==> src/rtl/ahb_cmd_master.sv <==
// AHB-Lite command master: issues single NONSEQ transfers from a command port,
// pipelines address/data phases, and handles wait states, ERROR and misalignment.
module ahb_cmd_master #(
  parameter int unsigned AWIDTH    = 10,
  parameter bit          ALIGN_CHK = 1'b1
) (
  input  logic              HCLK,
  input  logic              HRESETN,
  input  logic              cmd_valid,
  output logic              cmd_ready,
  input  logic              cmd_write,
  input  logic [AWIDTH-1:0] cmd_addr,
  input  logic [2:0]        cmd_size,
  input  logic [31:0]       cmd_wdata,
  output logic              rsp_valid,
  output logic              rsp_write,
  output logic              rsp_err,
  output logic [31:0]       rsp_rdata,
  output logic              HSEL,
  output logic [AWIDTH-1:0] HADDR,
  output logic [1:0]        HTRANS,
  output logic              HWRITE,
  output logic [2:0]        HSIZE,
  output logic [2:0]        HBURST,
  output logic              HMASTLOCK,
  output logic [3:0]        HPROT,
  output logic [31:0]       HWDATA,
  input  logic [31:0]       HRDATA,
  input  logic              HREADY,
  input  logic              HRESP
);

  localparam int unsigned DW            = 32;
  localparam logic [1:0]  HTRANS_IDLE   = 2'b00;
  localparam logic [1:0]  HTRANS_NONSEQ = 2'b10;

  typedef enum logic [1:0] {
    D_IDLE = 2'd0,
    D_WAIT = 2'd1,
    D_ERR  = 2'd2
  } dstate_e;

  dstate_e           d_state_q, d_state_d;

  logic              a_valid_q, a_valid_d;
  logic              a_write_q, a_write_d;
  logic [AWIDTH-1:0] a_addr_q,  a_addr_d;
  logic [2:0]        a_size_q,  a_size_d;
  logic [DW-1:0]     a_wdata_q, a_wdata_d;

  logic              d_write_q, d_write_d;
  logic [DW-1:0]     d_wdata_q, d_wdata_d;

  logic              loc_pend_q,  loc_pend_d;
  logic              loc_write_q, loc_write_d;

  logic              rsp_valid_q, rsp_valid_d;
  logic              rsp_write_q, rsp_write_d;
  logic              rsp_err_q,   rsp_err_d;
  logic [DW-1:0]     rsp_rdata_q, rsp_rdata_d;

  logic              addr_cancel;
  logic              addr_done;
  logic              cmd_fire;
  logic              cmd_misalign;
  logic              loc_safe;

  // A pending address phase is suppressed during the second ERROR cycle
  assign addr_cancel = (d_state_q == D_ERR);
  assign addr_done   = a_valid_q && !addr_cancel && HREADY && !HRESP;

  // A queued local error blocks new commands so responses stay in order
  assign cmd_ready = HRESETN && !loc_pend_q && (!a_valid_q || addr_done);
  assign cmd_fire  = cmd_valid && cmd_ready;

  assign cmd_misalign = ALIGN_CHK &&
                        ((cmd_size > 3'd2) ||
                         ((cmd_size == 3'd1) && cmd_addr[0]) ||
                         ((cmd_size == 3'd2) && (cmd_addr[1:0] != 2'b00)));

  // Local errors may respond only when no earlier bus transfer remains
  assign loc_safe = !a_valid_q && (d_state_q == D_IDLE);

  always_ff @(posedge HCLK or negedge HRESETN) begin
    if (!HRESETN) begin
      d_state_q   <= D_IDLE;
      a_valid_q   <= 1'b0;
      a_write_q   <= 1'b0;
      a_addr_q    <= '0;
      a_size_q    <= 3'b000;
      a_wdata_q   <= '0;
      d_write_q   <= 1'b0;
      d_wdata_q   <= '0;
      loc_pend_q  <= 1'b0;
      loc_write_q <= 1'b0;
      rsp_valid_q <= 1'b0;
      rsp_write_q <= 1'b0;
      rsp_err_q   <= 1'b0;
      rsp_rdata_q <= '0;
    end else begin
      d_state_q   <= d_state_d;
      a_valid_q   <= a_valid_d;
      a_write_q   <= a_write_d;
      a_addr_q    <= a_addr_d;
      a_size_q    <= a_size_d;
      a_wdata_q   <= a_wdata_d;
      d_write_q   <= d_write_d;
      d_wdata_q   <= d_wdata_d;
      loc_pend_q  <= loc_pend_d;
      loc_write_q <= loc_write_d;
      rsp_valid_q <= rsp_valid_d;
      rsp_write_q <= rsp_write_d;
      rsp_err_q   <= rsp_err_d;
      rsp_rdata_q <= rsp_rdata_d;
    end
  end

  always_comb begin
    d_state_d   = d_state_q;
    a_valid_d   = a_valid_q;
    a_write_d   = a_write_q;
    a_addr_d    = a_addr_q;
    a_size_d    = a_size_q;
    a_wdata_d   = a_wdata_q;
    d_write_d   = d_write_q;
    d_wdata_d   = d_wdata_q;
    loc_pend_d  = loc_pend_q;
    loc_write_d = loc_write_q;
    rsp_valid_d = 1'b0;
    rsp_write_d = 1'b0;
    rsp_err_d   = 1'b0;
    rsp_rdata_d = '0;

    // Data phase: completion, wait states and the two-cycle ERROR response
    unique case (d_state_q)
      D_IDLE: begin
        d_state_d = D_IDLE;
      end
      D_WAIT: begin
        if (HREADY) begin
          rsp_valid_d = 1'b1;
          rsp_write_d = d_write_q;
          rsp_err_d   = HRESP;
          rsp_rdata_d = (HRESP || d_write_q) ? '0 : HRDATA;
          d_state_d   = D_IDLE;
        end else if (HRESP) begin
          d_state_d = D_ERR;
        end
      end
      D_ERR: begin
        if (HREADY) begin
          rsp_valid_d = 1'b1;
          rsp_write_d = d_write_q;
          rsp_err_d   = 1'b1;
          d_state_d   = D_IDLE;
        end
      end
      default: begin
        d_state_d = D_IDLE;
      end
    endcase

    // Address phase accepted by the slave moves into the data phase
    if (addr_done) begin
      d_state_d = D_WAIT;
      d_write_d = a_write_q;
      d_wdata_d = a_write_q ? a_wdata_q : '0;
      a_valid_d = 1'b0;
    end

    if (loc_pend_q && loc_safe) begin
      rsp_valid_d = 1'b1;
      rsp_write_d = loc_write_q;
      rsp_err_d   = 1'b1;
      loc_pend_d  = 1'b0;
    end

    if (cmd_fire) begin
      if (cmd_misalign) begin
        if (loc_safe) begin
          rsp_valid_d = 1'b1;
          rsp_write_d = cmd_write;
          rsp_err_d   = 1'b1;
        end else begin
          loc_pend_d  = 1'b1;
          loc_write_d = cmd_write;
        end
      end else begin
        a_valid_d = 1'b1;
        a_write_d = cmd_write;
        a_addr_d  = cmd_addr;
        a_size_d  = cmd_size;
        a_wdata_d = cmd_wdata;
      end
    end
  end

  assign rsp_valid = rsp_valid_q;
  assign rsp_write = rsp_write_q;
  assign rsp_err   = rsp_err_q;
  assign rsp_rdata = rsp_rdata_q;

  assign HSEL      = a_valid_q;
  assign HTRANS    = (a_valid_q && !addr_cancel) ? HTRANS_NONSEQ : HTRANS_IDLE;
  assign HADDR     = a_addr_q;
  assign HWRITE    = a_write_q;
  assign HSIZE     = a_size_q;
  assign HWDATA    = d_wdata_q;
  assign HBURST    = 3'b000;
  assign HMASTLOCK = 1'b0;
  assign HPROT     = 4'b0011;

endmodule
==> config.mk <==
export PLATFORM = sky130hd
export DESIGN_NAME = ahb_cmd_master
export DESIGN_NICKNAME = d
export VERILOG_FILES = /design/src/rtl/ahb_cmd_master.sv
export SDC_FILE = /design/constraint.sdc
export NUM_CORES = 1
export LEC_CHECK = 0
export ABC_AREA = 1
export CAP_MARGIN = 20
export CORE_UTILIZATION = 44
export DETAILED_ROUTE_END_ITERATION = 12
export GPL_TIMING_DRIVEN = 0
export PLACE_DENSITY = 0.79
export SETUP_SLACK_MARGIN = 0.4
export SKIP_CTS_REPAIR_TIMING = 1
export SLEW_MARGIN = 0
export SYNTH_ARGS = -nofsm -noshare
export SYNTH_HDL_FRONTEND = slang
export SYNTH_SLANG_ARGS = --single-unit
==> constraint.sdc <==
create_clock -name HCLK -period 2 [get_ports HCLK]
set_input_delay 0.4 -clock HCLK [delete_from_list [all_inputs] [get_ports HCLK]]
set_output_delay 0.4 -clock HCLK [all_outputs]
set_load 0.005 [all_outputs]
==> results.py, run 1 <==
metrics = {
    "run_status": {
        "status": "completed",
    },
    "clock_network": {
        "cts_tree": "done",
        "numCtsBuffers": 17,
        "clock_latency_ns": 0.51,
        "cts_max_level": 4,
        "cts_num_sinks": 119,
        "clockBufferDepth": 2,
        "root_buffer": "clkbuf_8",
        "clk_pin_slew_worst_paths_ns": 0.06,
    },
    "global_routing": {
        "grt_pass1_wl_mm": 19.9,
        "grt_overflow": 0,
        "grt_pass1_vias": 4059,
        "grt_use_total_pct": 23.0,
        "antenna_found_initial": 0,
        "grt_start_max_net_pins": 99,
    },
    "timing": {
        "fin_crit_ns": 1.94,
        "hold_viol": 0,
        "finalCritPeriodShare_pct": 97.1,
        "setup-tns-final_ns": 0,
        "tightest_slew_ns": 0.939,
        "rsz0062_at_grt": "yes",
        "timing.hold.ws_ns": 0.427,
        "clock.fmax_mhz": 515,
        "fin_worst_skew_ns": 0.00974,
        "finalMaxSlewViolations": 0,
        "setup_viol": 0,
        "relSlewSlack_pct": 37.2,
    },
    "logic_synthesis": {
        "synth.top_cell.area_share_pct": 62.3,
        "synth_simple_gate_area_share_pct": 21.3,
        "yosysUniqueCellTypes": 25,
        "synth_compound_area_share_pct": 8.98,
        "synth_xor_area_share_pct": 0,
        "netlist_area_um2": 4780,
        "synth.avg_cell_area_um2": 9.73,
        "synth-warning-count": 0,
        "yosysMostFrequentCell": "nand2_1",
        "synthTopCellsByCount": "176 x nand2_1, 119 x dfrtp_1, 83 x o21ai_0",
        "synth-adder-area-share_pct": 1.05,
        "synth-edff-count": 0,
        "yosys_register_bits": 119,
        "ys_async_sr_fraction_pct": 100,
        "muxShareOfSynthArea_pct": 0.236,
        "synth_top_family_by_area": "simple AND/OR/NAND/NOR gates",
        "ys.flop_type": "dfrtp_1",
        "synthTopCellsByArea": "dfrtp_1 62%, nand2_1 14%, o21ai_0 8.7%",
        "yosysSeqAreaShare_pct": 62.3,
        "synth_largest_area_cell": "dfrtp_1",
        "synthCells": 491,
    },
    "layout": {
        "design_area_um2": 8100,
        "seq_area_um2": 2980,
        "n_antenna_cell": 0,
        "multi_input_area_um2": 1640,
        "postLayoutCoreUtil_pct": 77.8,
        "final_nets": 807,
        "drive_gt1_share_pct": 18.1,
        "syn_to_final_growth_pct": 69.5,
        "stdcell_count": 869,
        "fillCellCount": 656,
    },
    "placement": {
        "placedCellCount": 801,
        "dp.final_hpwl_mm": 8.75,
        "io_buffers": 166,
        "placed_area_um2": 6670,
        "gp_congestion": 0.794,
    },
    "floorplanning": {
        "dieHeight_um": 106,
        "row_count": 37,
        "start_util_pct": 45.9,
        "ios": 176,
        "core-area_um2": 10400,
        "dieArea_um2": 11300,
        "dieWidth_um": 106,
    },
    "power_and_ir_drop": {
        "p_leak_nw": 5.02,
        "power.density_nw_per_um2": 1230,
        "ir_drop_v": 0.000596,
    },
    "detailed_routing": {
        "detail_route.wl_per_cell_um": 16.4,
        "drc": 0,
        "drt_wl_total_mm": 14.3,
        "first_iter_violations": 186,
        "dr.pass1.iters": 5,
        "dr_total_vias": 4347,
        "ant_nets": 0,
        "viasPerCell": 5.00,
    },
    "worst_setup_path": {
        "slowest_stage": "dfrtp_1",
        "crit_path_end_kind": "primary output",
        "worst_path_most_repeated_cell": "nand2_4",
        "cp_cell_sequence": "ha_4 > nor2_4 > nand2_4 > nand2_4 > nand2_2 > inv_2 > clkbuf_2",
        "start_kind": "flop",
        "arrival_ns": 1.54,
        "ff2ff_setup_slack_ns": 0.11,
        "cp_slowest_stage_delay_ns": 0.41,
        "cp_max_fo": 3,
        "cp.required_ns": 1.60,
        "critPathKind": "flop to primary output",
    },
    "worst_hold_path": {
        "hp-class": "primary input to flop",
    },
    "job": {
        "cap_violations": 0,
    },
}
[cells by family after synthesis]
logic type,count (synthesis)
buffers and inverters,57
multiplexers,1
other,2
adder cells (fa/ha/maj),4
flip-flops,119
AO/OA/AOI/OAI,85
AND/OR/NAND/NOR,223
[where the power goes]
part / switching (mW) / internal [mW]
Combinational: 1.41 / 1.56
Clock: 1.08 / 2.28
Sequential: 0.424 / 3.21
Total: 2.91 / 7.06
[cells in the final DEF (no fill, tap or decap), types with 6 or more instances in the layout]
cell,count
dlymetal6s2s_1,82
nand2_1,164
inv_1,13
clkbuf_2,6
clkbuf_16,19
nor3b_1,28
conb_1,9
o21ai_1,10
nand2_2,12
clkbuf_1,11
buf_4,28
dfrtp_1,119
clkdlybuf4s50_1,81
buf_6,18
o21ai_0,68
[path summary, 6_finish.rpt]
path / end / cells after the start / from
setup / recovery: cmd_ready / 7 / d_state_q[1]
hold reg to reg: HWDATA[12] / 2 / HWDATA[12]
max in group asynchronous: HWDATA[13] / 2 / HRESETN
min in group asynchronous: d_state_q[0] / 4 / HRESETN
hold / removal: HADDR[5] / 3 / cmd_addr[5]
setup reg to reg: a_wdata_q[0] / 10 / d_state_q[1]
[final cells by class]
class,instances,share of cell area [%]
Buffer,41,3.60
Clock buffer,21,5.79
Clock inverter,11,2.39
Inverter,16,0.741
Multi-Input combinational cell,323,20.3
Sequential cell,119,36.8
Tap cell,136,2.10
Timing Repair Buffer,202,28.4
[layer usage]
layer / vias to the layer above / track usage [%] / part of all wire (%)
li1: 2036 / - / -
met1: 2137 / 27.6 / 40
met2: 151 / 40.4 / 53
met3: 23 / 5.33 / 5.2
met4: 0 / 7.84 / 2.2
met5: - / 0 / 0
[registers in the layout, indices dropped and copies added, names as in the netlist]
register     flops
HSIZE            3
rsp_valid        1
loc_pend_q       1
HWDATA          32
HSEL             1
rsp_err          1
a_wdata_q       32
rsp_rdata       32
d_write_q        1
loc_write_q      1
HADDR           10
d_state_q        2
rsp_write        1
HWRITE           1
[stage by stage]
step	setup slack [ns]	power [mW]
after global routing	-0.00205	10.5
after detailed placement	-0.424	6.29
after global placement	-4.17	6.17
after CTS	-0.512	9.71
after floorplan	0.486	4.69
final	0.0585	9.97
[critical path, delay by kind of cell, from the launching register on]
kind / cells / cell delay [ns]
adder cells (fa/ha/maj): 1 / 0.18
AND/OR/NAND/NOR: 4 / 0.30
buffers and inverters: 2 / 0.15
flip-flops: 1 / 0.41
No activity file was read; power rests on OpenSTA's default activity.
==> run 2, diff against run 1 <==
Settings changed: CORE_MARGIN set to 4.
==> run 2 against run 1 <==
Effect of this change:
- the flow now finishes with violations (negative hold slack)
- non-clock buffer count is 8 lower
- maximum frequency is 2.4% lower
- clock skew is 0.0011 ns higher
- flip-flop and latch count stayed put
- critical endpoint unchanged
- clock power is 12% lower
- global-route usage is 1.8 points lower
- routed wire length is 1.3% higher
- sequential share of layout area is 0.60 points higher
- hold slack worse by 0.68 ns
- combinational power is 1% lower
==> results.py, run 2 (synthesis results as in run 1) <==
metrics = {
    "run_status": {
        "status": "complete, but fails checks",
        "violations": "negative hold slack",
    },
    "worst_setup_path": {
        "cp_slowest_stage_delay_ns": 0.38,
        "ff2ff_setup_slack_ns": 0.15,
        "start_kind": "flop",
        "rr_worst_depth": 12,
        "arrival_ns": 1.59,
        "cp_cell_sequence": "inv_2 > ha_4 > nor2_4 > nand2_4 > nand2_4 > nand2_2 > inv_2 > clkbuf_2",
        "cp_max_fo": 4,
        "cp.required_ns": 1.60,
        "critPathKind": "flop to primary output",
        "regToRegEndpoint": "HADDR[1]",
        "crit_path_end_kind": "primary output",
        "endpoint": "cmd_ready",
        "slowest_stage": "dfrtp_1",
        "cp-startpoint": "d_state_q[0]",
        "reg2reg_from": "d_state_q[0]",
    },
    "global_routing": {
        "grt_overflow": 0,
        "grt_start_max_net_pins": 66,
        "grt_pass1_wl_mm": 21.1,
        "grt_use_total_pct": 21.2,
        "grt_pass1_vias": 4236,
        "antenna_found_initial": 0,
    },
    "power_and_ir_drop": {
        "p_leak_nw": 4.97,
        "fin_total_pwr_mw": 9.54,
        "ir_drop_v": 0.000692,
        "power.density_nw_per_um2": 1200,
    },
    "placement": {
        "io_buffers": 166,
        "gp_congestion": 0.793,
        "dp.final_hpwl_mm": 9.57,
    },
    "layout": {
        "final_nets": 798,
        "seq_area_um2": 2980,
        "multi_input_area_um2": 1650,
        "layout_commonest_cell": "nand2_1",
        "drive_gt1_share_pct": 17.1,
        "n_antenna_cell": 0,
        "fillCellCount": 710,
        "syn_to_final_growth_pct": 66.9,
        "postLayoutCoreUtil_pct": 76.2,
        "final_cell_mix": "172 x nand2_1, 118 x dfrtp_1, 84 x dlymetal6s2s_1",
    },
    "detailed_routing": {
        "drt_wl_total_mm": 14.5,
        "viasPerCell": 4.93,
        "ant_nets": 0,
        "drc": 0,
        "first_iter_violations": 250,
        "dr.pass1.iters": 5,
        "dr_total_vias": 4240,
        "detail_route.wl_per_cell_um": 16.8,
    },
    "timing": {
        "hold_viol": 55,
        "tightest_slew_ns": 0.590,
        "finalMaxSlewViolations": 0,
        "fin_crit_ns": 1.99,
        "clock.fmax_mhz": 503,
        "fin_worst_skew_ns": 0.0109,
        "finalCritPeriodShare_pct": 99.4,
        "relSlewSlack_pct": 60.6,
        "setup_viol": 0,
        "timing.hold.ws_ns": -0.251,
        "rsz0062_at_grt": "yes",
    },
    "clock_network": {
        "cts_max_level": 4,
        "clockBufferDepth": 2,
        "clock_latency_ns": 0.51,
        "numCtsBuffers": 17,
        "root_buffer": "clkbuf_8",
        "cts_num_sinks": 119,
        "clk_pin_slew_worst_paths_ns": 0.06,
        "cts_tree": "done",
    },
    "floorplanning": {
        "dieHeight_um": 112,
        "dieArea_um2": 12600,
        "ios": 176,
        "dieWidth_um": 112,
        "start_util_pct": 45.7,
        "row_count": 37,
        "core-area_um2": 10500,
    },
    "worst_hold_path": {
        "hp-class": "primary input to async pin",
    },
    "job": {
        "cap_violations": 0,
    },
}
==> run 2: changes by cell type in the layout (fill, tap and decap cells not counted), moves of 6 or more <==
cell,delta
nand2_1,+8
o21ai_1,-6
nor3b_2,+7
nor3b_1,-7
buf_6,-9
nand2_2,-8
==> run 2: routing by layer <==
metal  routed length, um  vias up  global-route usage (%)
li1                    -     2008                       -
met1                5620     2059                    24.6
met2                7780      149                    37.7
met3                 759       24                    5.71
met4                 287        0                    7.53
met5                   0        -                       0
==> run 2: worst min-delay path by stage <==
stage | cells past startpoint | end | from | slack (ns)
after CTS | 1 | rsp_rdata[9] | HRESETN | -0.15
final | 1 | rsp_rdata[8] | HRESETN | -0.25
after global routing | 1 | rsp_rdata[8] | HRESETN | -0.24
after global placement | 2 | HWDATA[11] | HWDATA[11] | 0.47
after detailed placement | 1 | rsp_rdata[9] | HRESETN | 0.39
after floorplan | 0 | HADDR[0] | HRESETN | 0.10
==> run 2: critical path, delay by kind of cell (launching register included) <==
family        cells  cell delay (ns)
flops             1             0.38
fa+ha+maj         1             0.17
simple gates      4             0.30
buf+inv           3             0.23
==> run 2: layout make-up <==
| type | instances | area share, % |
|---|---|---|
| tap | 136 | 2.13 |
| multi-input combinational | 322 | 20.7 |
| timing repair buffer | 194 | 28.0 |
| clock buffer | 23 | 5.73 |
| buffer | 41 | 3.78 |
| inverter | 16 | 0.753 |
| sequential | 119 | 37.3 |
| clock inverter | 9 | 1.55 |
==> run 2: metrics by stage <==
step / instance area (um2) / std cells / setup WS (ns) / TNS, ns
global placement: 6640 / 800 / -4.17 / -669.14
global route: 7980 / 860 / -0.0566 / -0.0566
finish: 7980 / 860 / 0.0112 / 0
floorplan: 4810 / 498 / 0.486 / 0
detailed placement: 6670 / 801 / -0.588 / -20.15
CTS: 7250 / 833 / -0.606 / -0.914
==> run 2: power by group <==
part           switching (mW)  total [mW]  internal, mW
clock network            1.02        2.97          1.95
logic                    1.39        2.93          1.53
registers               0.423        3.64          3.22
total                    2.84        9.54          6.70
==> run 3, diff against run 2 <==
Settings changed: TNS_END_PERCENT set to 100.
==> results of run 3 <==
Same layout as run 2: the final DEF is identical, and so are final timing and power.
